--- src/rtl/mix_meas_ctrl.sv ---
`default_nettype none
// ============================================================================
// Module   : mix_meas_ctrl
// Brief    : Measurement sequencer for the I/Q mixer/accumulator datapath.
//            Runs a loopback measurement then an AD measurement. Partial
//            accumulation windows are discarded after every reconfiguration.
//            acc_shift is auto-ranged on overflow, so both result pairs are
//            captured with one common shift.
// Revision : 1.0 - initial release
// ============================================================================
module mix_meas_ctrl #(
    parameter int TO_W      = 24,
    parameter int SHIFT_MAX = 15
) (
    input  logic        clk1,
    input  logic        rst,
    input  logic        start,
    input  logic        abort,
    input  logic [3:0]  cfg_shift_init,
    input  logic [3:0]  cfg_discard,
    input  logic        res_valid,
    input  logic [31:0] ipcm_acc_in,
    input  logic [31:0] qpcm_acc_in,
    input  logic [1:0]  err_in,
    output logic        choose_lb,
    output logic [3:0]  acc_shift,
    output logic        err_clr,
    output logic        busy,
    output logic        done,
    output logic [1:0]  status,
    output logic [31:0] lb_i,
    output logic [31:0] lb_q,
    output logic [31:0] ad_i,
    output logic [31:0] ad_q
);

    localparam logic [3:0]      C_SHIFT_MAX = 4'(SHIFT_MAX);
    // One below all-ones: the step that would make the watchdog saturate.
    localparam logic [TO_W-1:0] C_WD_LAST   = {{(TO_W-1){1'b1}}, 1'b0};
    localparam logic [TO_W-1:0] C_WD_ONE    = {{(TO_W-1){1'b0}}, 1'b1};

    localparam logic [1:0] C_ST_OK      = 2'd0;
    localparam logic [1:0] C_ST_RANGE   = 2'd1;
    localparam logic [1:0] C_ST_TIMEOUT = 2'd2;
    localparam logic [1:0] C_ST_ABORT   = 2'd3;

    typedef enum logic [2:0] {
        S_IDLE   = 3'd0,
        S_CLR    = 3'd1,
        S_SETTLE = 3'd2,
        S_MEAS   = 3'd3,
        S_FIN    = 3'd4
    } state_t;

    state_t            state_q,  state_d;
    logic              choose_lb_q, choose_lb_d;
    logic [3:0]        shift_q,  shift_d;
    logic              phase_ad_q, phase_ad_d;   // 0 = loopback, 1 = AD
    logic [3:0]        disc_q,   disc_d;
    logic [TO_W-1:0]   wd_q,     wd_d;
    logic [1:0]        status_q, status_d;
    logic [31:0]       lb_i_q, lb_i_d, lb_q_q, lb_q_d;
    logic [31:0]       ad_i_q, ad_i_d, ad_q_q, ad_q_d;

    // State and datapath-control registers with synchronous reset.
    always_ff @(posedge clk1) begin
        if (rst) begin
            state_q     <= S_IDLE;
            choose_lb_q <= 1'b0;
            shift_q     <= 4'd0;
            phase_ad_q  <= 1'b0;
            disc_q      <= 4'd0;
            wd_q        <= '0;
            status_q    <= C_ST_OK;
            lb_i_q      <= 32'd0;
            lb_q_q      <= 32'd0;
            ad_i_q      <= 32'd0;
            ad_q_q      <= 32'd0;
        end else begin
            state_q     <= state_d;
            choose_lb_q <= choose_lb_d;
            shift_q     <= shift_d;
            phase_ad_q  <= phase_ad_d;
            disc_q      <= disc_d;
            wd_q        <= wd_d;
            status_q    <= status_d;
            lb_i_q      <= lb_i_d;
            lb_q_q      <= lb_q_d;
            ad_i_q      <= ad_i_d;
            ad_q_q      <= ad_q_d;
        end
    end

    // Next-state logic: sequencing, discard counting, auto-ranging, watchdog.
    always_comb begin
        state_d     = state_q;
        choose_lb_d = choose_lb_q;
        shift_d     = shift_q;
        phase_ad_d  = phase_ad_q;
        disc_d      = disc_q;
        wd_d        = wd_q;
        status_d    = status_q;
        lb_i_d      = lb_i_q;
        lb_q_d      = lb_q_q;
        ad_i_d      = ad_i_q;
        ad_q_d      = ad_q_q;

        case (state_q)
            S_IDLE: begin
                if (start) begin
                    state_d     = S_CLR;
                    shift_d     = cfg_shift_init;
                    choose_lb_d = 1'b1;
                    phase_ad_d  = 1'b0;
                end
            end

            S_CLR: begin
                disc_d = cfg_discard;
                wd_d   = '0;
                if (abort) begin
                    status_d = C_ST_ABORT;
                    state_d  = S_FIN;
                end else if (cfg_discard == 4'd0) begin
                    state_d = S_MEAS;
                end else begin
                    state_d = S_SETTLE;
                end
            end

            S_SETTLE, S_MEAS: begin
                if (abort) begin
                    status_d = C_ST_ABORT;
                    state_d  = S_FIN;
                end else if (res_valid) begin
                    wd_d = '0;
                    if (state_q == S_SETTLE) begin
                        // Windows straddling the reconfiguration are dropped.
                        disc_d = disc_q - 4'd1;
                        if (disc_q <= 4'd1) begin
                            state_d = S_MEAS;
                        end
                    end else if (err_in != 2'b00) begin
                        if (shift_q < C_SHIFT_MAX) begin
                            // Restart from loopback so both phases share one shift.
                            shift_d     = shift_q + 4'd1;
                            choose_lb_d = 1'b1;
                            phase_ad_d  = 1'b0;
                            state_d     = S_CLR;
                        end else begin
                            status_d = C_ST_RANGE;
                            state_d  = S_FIN;
                        end
                    end else if (!phase_ad_q) begin
                        lb_i_d      = ipcm_acc_in;
                        lb_q_d      = qpcm_acc_in;
                        choose_lb_d = 1'b0;
                        phase_ad_d  = 1'b1;
                        state_d     = S_CLR;
                    end else begin
                        ad_i_d   = ipcm_acc_in;
                        ad_q_d   = qpcm_acc_in;
                        status_d = C_ST_OK;
                        state_d  = S_FIN;
                    end
                end else begin
                    wd_d = wd_q + C_WD_ONE;
                    if (wd_q == C_WD_LAST) begin
                        status_d = C_ST_TIMEOUT;
                        state_d  = S_FIN;
                    end
                end
            end

            S_FIN: begin
                state_d = S_IDLE;
            end

            default: begin
                state_d = S_IDLE;
            end
        endcase
    end

    assign err_clr   = (state_q == S_CLR);
    assign busy      = (state_q == S_CLR) || (state_q == S_SETTLE) || (state_q == S_MEAS);
    assign done      = (state_q == S_FIN);
    assign choose_lb = choose_lb_q;
    assign acc_shift = shift_q;
    assign status    = status_q;
    assign lb_i      = lb_i_q;
    assign lb_q      = lb_q_q;
    assign ad_i      = ad_i_q;
    assign ad_q      = ad_q_q;

endmodule
`default_nettype wire

--- config.mk ---
export PLATFORM = sky130hd
export DESIGN_NAME = mix_meas_ctrl
export DESIGN_NICKNAME = d
export VERILOG_FILES = /design/src/rtl/mix_meas_ctrl.sv
export SDC_FILE = /design/constraint.sdc
export NUM_CORES = 1
export LEC_CHECK = 0
export CORE_UTILIZATION = 47
export CTS_BUF_LIST = sky130_fd_sc_hd__clkbuf_8
export CTS_CLUSTER_SIZE = 12
export DETAILED_ROUTE_END_ITERATION = 10
export GPL_ROUTABILITY_DRIVEN = 1
export PLACE_DENSITY = 0.88
export SLEW_MARGIN = 20
export SYNTH_ARGS = -nofsm -noshare
export SYNTH_HDL_FRONTEND = slang
export SYNTH_SLANG_ARGS = --single-unit
--- constraint.sdc ---
create_clock -name clk1 -period 2.5 [get_ports clk1]
set_clock_uncertainty 0.1 [all_clocks]
set_input_delay 0.5 -clock clk1 [delete_from_list [all_inputs] [get_ports clk1]]
set_output_delay 0.5 -clock clk1 [all_outputs]
set_load 0.1 [all_outputs]
After elaboration in Yosys (flattened, before gate mapping):

Cells that the tools add are included.

* flip-flop bits (word level): 167
* input port bits: 79
* output and inout port bits: 138
* word-level logic and storage cells: 107

* $add $sub $neg: 3
* $lt $le $gt $ge: 2
* equality and inequality tests: 20
* multiplexer cells: 50
* bitwise logic cells: 4
* reductions and logical operators: 17

Operators by type and width (number)
* 24-bit 2-to-1 mux: 2
* 24-bit case mux with 2 select lines: 1
* 4-bit 2-to-1 mux: 9
* 3-bit 2-to-1 mux: 10
* 24-bit by 1-bit adder with 24-bit output, second input constant: 1
* 24-bit == test, second input constant: 1
* 6-bit AND reduction: 4
* 2-bit 2-to-1 mux: 8
* 2-bit inequality test, second input constant: 8
* 4-bit case mux with 2 select lines: 2
* 5-bit inequality test, second input constant: 3
* 1-bit 2-to-1 mux: 14
* 7-bit AND reduction: 2
* 3-bit case mux with 3 select lines: 1
* 4-bit inequality test, second input constant: 2
* 3-bit by 2-bit == test with 1-bit output, second input constant: 2
* 3-bit inequality test, second input constant: 2
* 2-bit nonzero test: 3
* 4-bit by 1-bit adder with 4-bit output, second input constant: 1
* 4-bit by 1-bit <= comparator with 1-bit output, second input constant: 1
* 4-bit zero test: 1
* 4-bit < comparator, second input constant: 1
* 1-bit NOT: 4
* 1-bit case mux with 2 select lines: 2
* 10 further kinds: 11

Depth between registers and ports, before layout:

* depth in word-level cells: 7
* gate-level depth with buffers: 8
* gate-level depth less buffers: 7

Least setup slack after synthesis:

OpenSTA, ideal clock, no wires.

* path kind: register -> register
* start: reg shift_q[0], in the netlist acc_shift[0]
* end: reg status_q[0], in the netlist status[0]
* library setup time: 86 ps
* data arrival time: 2336 ps
* data required time: 2314 ps
* slack: -22 ps
* cell stages (with the launch flop): 7
* buffers on the path: 0
* period minus slack after synthesis: 2522 ps
* cells stage by stage: dfxtp_1 > ha_1 > nand3_1 > mux2i_1 > a31oi_1 > a211o_1 > a221oi_2

* cells in the longest elaborated chain, start to end: 3

RTL lines
* start: declaration: line 57 `logic [3:0] shift_q, shift_d;`
* start signal: assignment: line 82 `shift_q <= shift_d;`
* 4-bit < comparator: line 144 `if (shift_q < C_SHIFT_MAX) begin`
* 5-bit inequality test (no source line)
* 6-bit AND reduction (no source line)
* end signal: assignment: line 86 `status_q <= status_d;`
* end: declaration: line 61 `logic [1:0] status_q, status_d;`

No other way between the ends.
A chain may end at the register's enable or synchronous reset.

Worst setup path in the final report:

* start: reg state_q[1]
* end: out done

* cells in the longest elaborated chain, start to end: 1

RTL lines
* start: declaration: line 55 `state_t state_q, state_d;`
* start signal: assignment: line 80 `state_q <= state_d;`
* 3-bit == test: line 187 `assign done = (state_q == S_FIN);`
* end: declaration: line 29 `output logic done,`

No other way between the ends.

==> key figures <==
Global routing
  • First-pass GRT wire length: 28610 um
  • Largest net degree at the start of global routing: about 140
  • Grt met3 use: 0.04990
  • Remaining Overflow, GRT: 0
  • Layer with the highest usage: met2
  • Met1 GRT Util: 0.3153
  • Total Routing Usage GR: 0.2509
  • Initial antenna violation count: 0
  • Met2 Use GR: 0.4102
  • Vias in the first global route: 5892

Min path
  • Min-delay worst type: input port to flip-flop
  • Worst Min Path Start: rst
  • Hold Path Depth: 4
  • Hold Path Sink: wd_q[20]

Worst setup path
  • Worst setup SP type: flip-flop
  • RR Endpoint: lb_i[6]
  • Slowest stage cell on the critical path: dfxtp_1
  • Crit Path Max Fanout: 12
  • Worst Path Required: 1900 ps
  • Kind of critical path: flip-flop to output pin
  • R2R cell count: 7
  • Crit path DAT: 1690 ps
  • Crit path capture type: output pin
  • Reg-to-Reg Start: state_q[1]
  • Slowest stage delay, CP: 650 ps
  • CP cell instances: inv_1, and3_1, buf_4
  • Flop-to-flop setup slack: between 300 and 400 ps

STA
  • Sum of negative setup slack: 0 ps
  • Endpoints failing setup: 0
  • Minimum clock period: 2290 ps
  • Final worst path period share: 0.9160
  • Fmax: about 0.44 GHz
  • Slew HR: 0.5689
  • Final Worst Setup Slack: around 210 ps
  • Worst-Margin Slew: 646.6 ps
  • Final hold vios: 0
  • Max-slew violations: 0
  • Setup repair after global routing missed its margin: false

Die
  • Starting Density: 0.4883
  • Core Box Area: 13400 um2
  • Die footprint: 14400 um2
  • Vert. Die Dim: between 100 and 150 um
  • Die Width: 120.0 um
  • FP Rows: 42
  • Ports: 217

Clocking
  • H-tree levels: 4
  • Post-CTS Hold Buffers: 0
  • Clk_lat worst skew: roughly 460 ps
  • Post-CTS sizing: 0
  • CTS tree: done
  • Post-CTS Setup Bufs: 0
  • CTS Buf Count: 17
  • Max clock buf depth: 2
  • CTS root buffer: clkbuf_8
  • CTS sink cnt: 167
  • Worst-path clk slew: ~90 ps

Synthesis
  • Register bit total from synthesis: 167
  • Post-synth ARST share: 0
  • Syn Area/Cell: 7.913 um2
  • Post-synthesis sequential area ratio: 0.5109
  • Synth warn: 0
  • Primary FF master, synth: dfxtp_1
  • Yosys cell types: 55
  • Top cell type's share of synthesized area: 0.5109
  • Post-synthesis cell area: around 6500 um2
  • EDFF count, synth: 0
  • Most common cell in the synthesized netlist: nand2_1
  • Mapped Cells: 827
  • Synth area leader: dfxtp_1
  • Syn_nets: between 900 and 1000
  • Post-synth top cells: nand2_1 (279), dfxtp_1 (167), a21oi_1 (144), nor2_1 (42)
  • Area contributors post-synth: dfxtp_1 (51%), nand2_1 (16%), a21oi_1 (11%)

Placement
  • Post-placement setup slack: 9.978 ps
  • Inst Count DP: around 1200
  • # port buffers: roughly 220
  • RD Place Congestion: between 0.8 and 0.9
  • Final HPWL DP: 12080 um
  • Cell area after placement: roughly 8600 um2

Route
  • 1st-iter DRT viols: 726
  • Drc violations: 0
  • Routed Antenna Nets: 0
  • Vias per std cell: 5.277
  • 1st-pass router iterations: 5
  • Wire per inst: 14.72 um
  • Vias: 6411
  • Detailed Route WL: 17890 um

Pwr
  • Pint: 4.080 mW
  • VDD IR max: 0.4883 mV
  • PnR Total Power: 5.739 mW
  • Reg power frac: 0.487
  • Combinational power share: 0.169
  • P_sw: 1.658 mW
  • Static Leakage: between 3 and 4 nW
  • Switching part of the total: 0.2890
  • Clock power share: 0.344
  • PD cells: approximately 630 nW/um2

Run
  • Maximum Capacitance Violations: 0

Layout
  • Layout Cells excl Fill: between 1000 and 1500
  • Nets: between 1000 and 1500
  • Fraction of layout cells with a size suffix above 1: 0.2002
  • Final instance area: 9039 um2
  • Ant diodes: 0
  • Area growth syn-to-layout: 38.13%

Status
  • Status: complete, no violations
==> cell type report <==
| cell class | count | area (um2) |
|---|---|---|
| Fill cell | 1084 | 4362 |
| Inverter | 11 | 41.29 |
| Sequential cell | 167 | 3346 |
| Timing Repair Buffer | 237 | 2110 |
| Clock buffer | 18 | 247.7 |
| Clock inverter | 13 | 158.9 |
| Tap cell | 176 | 220.2 |
| Multi-Input combinational cell | 593 | 2915 |
==> logic make-up after synthesis <==
group,Yosys count,synth area share
AND/OR/NAND/NOR,387,0.2545
XOR/XNOR,20,0.02677
adder cells (fa/ha/maj),5,0.009560
AO/OA/AOI/OAI,180,0.1509
buffers and inverters,67,0.04589
multiplexers,1,0.001530
flip-flops,167,0.5109
==> power groups by stage <==
stage	logic, mW	registers (mW)	clock network [mW]
after CTS	0.968	2.79	2.02
after global placement	0.948	2.85	0
after global routing	1.04	2.80	2.13
final	0.969	2.79	1.98
after detailed placement	0.966	2.85	0
after floorplan	0.483	2.99	0
==> worst max path at each step <==
stage	cells after the start	slack, ps	end	start
final	3	210	done	state_q[1]
after global routing	3	130	done	state_q[1]
after detailed placement	8	10	lb_q[30]	abort
after global placement	6	70	acc_shift[3]	start
after CTS	3	220	done	state_q[1]
after floorplan	5	210	status[0]	acc_shift[2]
==> critical path: cells and delay by family, from the launching register on <==
family	cells	cell delay, ps
flops	1	650
buf+inv	2	360
simple gates	1	210
==> metal layers <==
metal | wire length [um] | vias up
li1 | - | 3133
met1 | 7388 | 2949
met2 | 8589 | 285
met3 | 1400 | 44
met4 | 512 | 0
met5 | 0 | -
==> cells in the final DEF (no fill, tap or decap), types with 18 or more instances in the layout <==
cell type	instances
nand2_1	279
dfxtp_1	165
buf_4	149
a21oi_1	144
clkdlybuf4s50_1	77
nor2_1	41
clkbuf_8	18
==> through the flow <==
step,util,hold slack [ps]
floorplan,-,351.7
global placement,0.6442,342.0
detailed placement,0.6442,346.6
CTS,0.6745,314.2
global route,0.6745,354.7
finish,0.6745,336.1
==> registers in the layout, summed over array words and instances, names as in the netlist <==
register	count
wd_q	24
state_q	3
phase_ad_q	1
acc_shift	4
lb_q	32
status	2
disc_q	4
lb_i	32
choose_lb	1
ad_i	32
ad_q	32
(Power assumes the default switching activity.)
